File: src/rtl/inst_fetch_queue_pkg.sv
// Core-wide fetch/decode constants shared by the instruction queue and its neighbours.
package inst_fetch_queue_pkg;

    localparam int unsigned INST_W   = 32;
    localparam int unsigned ADDR_W   = 32;
    localparam logic [INST_W-1:0] NOP_INST = 32'h0;
    localparam logic [ADDR_W-1:0] PC_RESET = 32'h0;

endpackage

File: src/rtl/inst_fetch_queue.sv
// In-order {pc, inst} queue between fetch and decode with valid/ready on both sides
// and a single-cycle flush for branch/exception redirect.
module inst_fetch_queue
    import inst_fetch_queue_pkg::*;
#(
    parameter int unsigned DEPTH = 4,
    parameter int unsigned AW    = ADDR_W,
    parameter int unsigned IW    = INST_W
) (
    input  logic                       i_clk,
    input  logic                       i_rst,
    input  logic                       i_flush,
    input  logic                       i_if_valid,
    input  logic [AW-1:0]              i_if_pc,
    input  logic [IW-1:0]              i_if_inst,
    output logic                       o_if_ready,
    output logic                       o_id_valid,
    output logic [AW-1:0]              o_id_pc,
    output logic [IW-1:0]              o_id_inst,
    input  logic                       i_id_ready,
    output logic [$clog2(DEPTH):0]     o_count
);

    localparam int unsigned PW = $clog2(DEPTH);
    localparam int unsigned CW = PW + 1;

    logic [AW+IW-1:0] r_mem [DEPTH];
    logic [PW-1:0]    r_rd_ptr;
    logic [PW-1:0]    r_wr_ptr;
    logic [CW-1:0]    r_count;
    logic [CW-1:0]    w_count_d;
    logic             w_push;
    logic             w_pop;

    // Ready depends only on registered occupancy: a full queue refuses push even on pop.
    assign o_if_ready = (r_count != CW'(DEPTH));
    assign o_id_valid = (r_count != '0);
    assign o_count    = r_count;

    assign w_push = i_if_valid & o_if_ready;
    assign w_pop  = o_id_valid & i_id_ready;

    always_comb begin
        w_count_d = r_count;
        unique case ({w_push, w_pop})
            2'b10:   w_count_d = r_count + CW'(1);
            2'b01:   w_count_d = r_count - CW'(1);
            default: w_count_d = r_count;
        endcase
    end

    always_ff @(posedge i_clk) begin
        if (i_rst || i_flush) begin
            r_rd_ptr <= '0;
            r_wr_ptr <= '0;
            r_count  <= '0;
        end else begin
            if (w_push) r_wr_ptr <= r_wr_ptr + PW'(1);
            if (w_pop)  r_rd_ptr <= r_rd_ptr + PW'(1);
            r_count <= w_count_d;
        end
    end

    // Storage is never cleared; stale data is masked by o_id_valid below.
    always_ff @(posedge i_clk) begin
        if (w_push && !i_rst && !i_flush) begin
            r_mem[r_wr_ptr] <= {i_if_pc, i_if_inst};
        end
    end

    always_comb begin
        o_id_pc   = AW'(PC_RESET);
        o_id_inst = IW'(NOP_INST);
        if (o_id_valid) begin
            {o_id_pc, o_id_inst} = r_mem[r_rd_ptr];
        end
    end

endmodule

File: config.mk
export PLATFORM = sky130hd
export DESIGN_NAME = inst_fetch_queue
export DESIGN_NICKNAME = d
export VERILOG_FILES = /design/src/rtl/inst_fetch_queue_pkg.sv /design/src/rtl/inst_fetch_queue.sv
export SDC_FILE = /design/constraint.sdc
export NUM_CORES = 1
export LEC_CHECK = 0
export CORE_MARGIN = 10
export CORE_UTILIZATION = 35
export CTS_CLUSTER_DIAMETER = 50
export DETAILED_ROUTE_END_ITERATION = 12
export DONT_BUFFER_PORTS = 1
export GPL_TIMING_DRIVEN = 0
export HOLD_SLACK_MARGIN = 0.02
export PLACE_DENSITY = 0.51
export REMOVE_ABC_BUFFERS = 1
export SYNTH_ARGS = -nofsm -noshare
export SYNTH_HDL_FRONTEND = slang
export SYNTH_SLANG_ARGS = --single-unit
File: constraint.sdc
create_clock -name i_clk -period 4.8 [get_ports i_clk]
set_input_delay 0.96 -clock i_clk [delete_from_list [all_inputs] [get_ports i_clk]]
set_output_delay 0.96 -clock i_clk [all_outputs]
set_load 0.01 [all_outputs]
### Yosys cells after proc, flatten, opt, wreduce, memory -nomap -nowiden

Memories as Yosys holds them, arrays and structs flattened. A register that Yosys moved wholly into a read port is not among the register bits.
Index checks and enable logic that the tools add are counted.

* bitwise logic cells: 2
* muxes and demuxes: 7
* $add $sub $neg: 4
* eq/ne operators: 3
* reductions and logical operators: 7

Operator list (number)
* $mux 32: 2
* $pmux 3 s2: 1
* $add 2x1->2 const B: 2
* $mux 2: 2
* $add 3x1->3 const B: 1
* $ne 3x3->1 const B: 1
* $reduce_bool 3->1: 1
* $sub 3x1->3 const B: 1
* $and 1x1->1: 2
* $eq 2x1->1 const B: 1
* $eq 2x2->1 const B: 1
* $logic_and 1x1->1: 2
* $logic_not 1->1: 2
* $mux 1: 2
* $reduce_bool 2->1: 1
* $logic_or 1x1->1: 1

* memories: 1
* input port bits: 69
* register bits: 7
* memory bits (writable): 256

Memories
* r_mem: words 4, bits a word 64, read ports 1, clocked after Yosys merged registers in 1, wr ports 1, RTL line inst_fetch_queue.sv:27 `logic [AW+IW-1:0] r_mem [DEPTH];`

### Logic depth before layout (Yosys ltp)

* word-level depth: 6
* mapped depth: 10

### Worst setup path before layout

No wires, ideal clock.

* path kind: input port to flip-flop
* from: input i_rst
* to: memory r_mem[0][0] in the netlist's numbering, enable pin
* buffers on the path: 0
* arrival time: 2808 ps
* stages: 2
* data required time: 4371 ps
* path slack: 1563 ps
* cell sequence: nor2_1 and3_1

* word-level cells in the longest chain between the ends: 5

Ends and longest elaborated chain
* start: declaration: RTL line inst_fetch_queue.sv:11 `input logic i_rst,`
* $logic_not 1->1: RTL line inst_fetch_queue.sv:66 `if (w_push && !i_rst && !i_flush) begin`
* $logic_and 1x1->1 (2 in series): RTL line inst_fetch_queue.sv:66
* $mux 1: RTL line inst_fetch_queue.sv:66
* $mux 1 (implied by the code): RTL line inst_fetch_queue.sv:67 `r_mem[r_wr_ptr] <= {i_if_pc, i_if_inst};`
* end: declaration: RTL line inst_fetch_queue.sv:27

Every way passes these cells.

==> flow_summary.toml <==
[timing]
fin_crit_sh_pct = 71.43
clock-skew-final_ns = 0.01981
setup_slack_ns = 1.371
setup_viol = 0
rsz0062_at_grt = "false"
clock.fmax_mhz = 291.6
worstMarginPinSlew_ns = 0.6857
fin_crit_ns = 3.429
maxSlewHeadroom_pct = 54.29
timing.final.hold_violations = 0
timing.setup.tns_ns = 0
slew_violations = 0

[route]
viasPerCell = 5.002
firstDrtPassIters = 4
drc = 0
ant_nets = 0
drt_iter0_markers = 213
routed_wl_um = 20410
avgRoutedWirePerCell_um = 23.19
vias = 4402

[job]
cap_violations = 0

[global_routing]
groute.usage.overall_pct = 11.12
grt_start_max_net_pins = 42
overflow = 0
grt_pass1_wl_um = 30580
antenna_found_initial = 0
grt_pass1_vias = 4985

[worst_setup_path]
critPathLaunchType = "flip-flop"
cp.arrival_ns = 2.47
r2r-end = "o_count[2]"
crit_fanout = 35
worstSetupPathType = "reg2out"
worstSetupEndpointType = "primary output"
crit_required_ns = 3.84
reg2reg_from = "o_count[2]"
reg2reg_depth = 9
endpoint = "o_id_pc[6]"
rrSetupSlack_ns = 2.11

[final_layout]
fin_cells = 880
final_common_cell = "edfxtp_1"
final_cell_mix = "256 x edfxtp_1, 64 x mux4_2, 64 x and2_1, 31 x clkbuf_16"
multi_input_area_mm2 = 0.002140
drive_gt1_share_pct = 25.25
num-nets-final = 550
num-fill-cells = 2547
syn_to_final_growth_pct = 14.09
regArea_mm2 = 0.007875

[power]
power.density_mw_per_mm2 = 419.8
ir_drop_mv = 0.2923
total_power_w = 0.004895
p_leak_nw = 3.581

[yosys]
syn_inst = 459
synth.avg_cell_area_um2 = 22.27
synth_area_leader_cell = "edfxtp_1"
ys_seq_elements = 265
yosysWarnings = 0
synth_top_area_share_pct = 75.22
synthTopCellsByArea = "edfxtp_1 75%, mux4_2 14%, and2_1 3.9%"
synth.distinct_cells = 28
ys_seq_area_share_pct = 76.98
synth_area_mm2 = 0.01022

[clocking]
clock_latency_ns = 0.55
cts_buffer_depth = 3
ctsHoldBuffers = 0
cts_root_buf = "clkbuf_16"
post_cts_resized = 0
cts-buffers-inserted = 30
cts.sinks = 265
cts_setup_buffers = 0
htreeDepth = 1
cts_tree = "yes"
path_clk_slew_ns = 0.06

[floorplanning]
die_y_um = 190.9
ios = 138
core_region_area_mm2 = 0.02878
dieWidth_um = 190.9
rows = 62
start_util_pct = 35.51
die_area_mm2 = 0.03644

[place]
numPortBuffers = 0
gp_congestion = 0.6402
place_hpwl_um = 12260
dpl_worst_slack_ns = 1.829
dp.cells = 827

[worst_hold_path]
worstHoldPathType = "in2reg"

[outcome]
status = "finished clean"
-- registers in the layout, summed over array words and instances (netlist names), named ones only --
register	count
r_mem	256
r_wr_ptr	2
r_rd_ptr	2
o_count	3
-- how the worst min path moves through the flow --
stage | startpoint | to | depth (start not counted)
6_report | i_if_pc[4] | r_mem[0][36] | 0
5_1_grt | i_if_pc[7] | r_mem[2][39] | 0
4_1_cts | i_if_pc[12] | r_mem[2][44] | 0
3_5_place_dp | r_rd_ptr[1] | flip-flop | 2
3_3_place_gp | r_wr_ptr[0] | r_wr_ptr[0] | 2
2_1_floorplan | r_wr_ptr[0] | r_wr_ptr[0] | 2
-- power breakdown --
group | internal [W] | leakage (nW) | switching [W]
sequential | 0.00256 | 2.39 | 0.0000125
clock | 0.00132 | 0.471 | 0.000849
combinational | 0.0000580 | 0.724 | 0.0000880
-- logic make-up after synthesis --
| group | share of synthesized area (%) |
|---|---|
| buffers and inverters | 2.289 |
| AO/OA/AOI/OAI | 0.4285 |
| flip-flops | 76.98 |
| AND/OR/NAND/NOR | 4.946 |
| multiplexers | 14.20 |
| XOR/XNOR | 0.3428 |
| adder cells (fa/ha/maj) | 0.8080 |
-- critical path: stages (launching register included) --
cell	delay, ns
dfxtp_4	0.78
buf_16	0.34
mux4_2	0.55
and2_1	0.21
-- Yosys cell counts, drive strengths merged --
cell type / instances
nand2: 2
clkbuf: 9
inv: 7
or3: 2
or3b: 1
and3: 4
nand4: 1
xor2: 4
ha: 5
fa: 1
and2: 65
edfxtp: 256
or2: 1
mux4: 64
o31ai: 2
dfxtp: 9
o311ai: 1
mux2i: 1
nor2: 7
o21ai: 1
a21oi: 2
buf: 14
-- metal layers --
layer	GRT usage (%)	vias up	part of all wire (%)
li1	-	1896	-
met1	12.53	2337	38
met2	18.82	126	50
met3	4.389	43	8.6
met4	3.846	0	3.2
met5	0	-	0
-- area by class of cell --
type | count | area share, %
Clock buffer | 35 | 6.782
Inverter | 7 | 0.2253
Tap cell | 384 | 4.121
Timing Repair Buffer | 7 | 1.588
Clock inverter | 17 | 1.374
Sequential cell | 265 | 67.54
Antenna cell | 1 | 0.02146
Multi-Input combinational cell | 164 | 18.35
-- through the flow --
stage               area, µm²  util [%]  hold slack (ns)
floorplan               10010         -           0.4688
finish                  11660     40.51           0.5035
CTS                     11660     40.51           0.4672
detailed placement      10710     37.20           0.5248
global route            11660     40.51           0.4684
global placement        10490     36.46           0.4754
(Power assumes the default switching activity.)
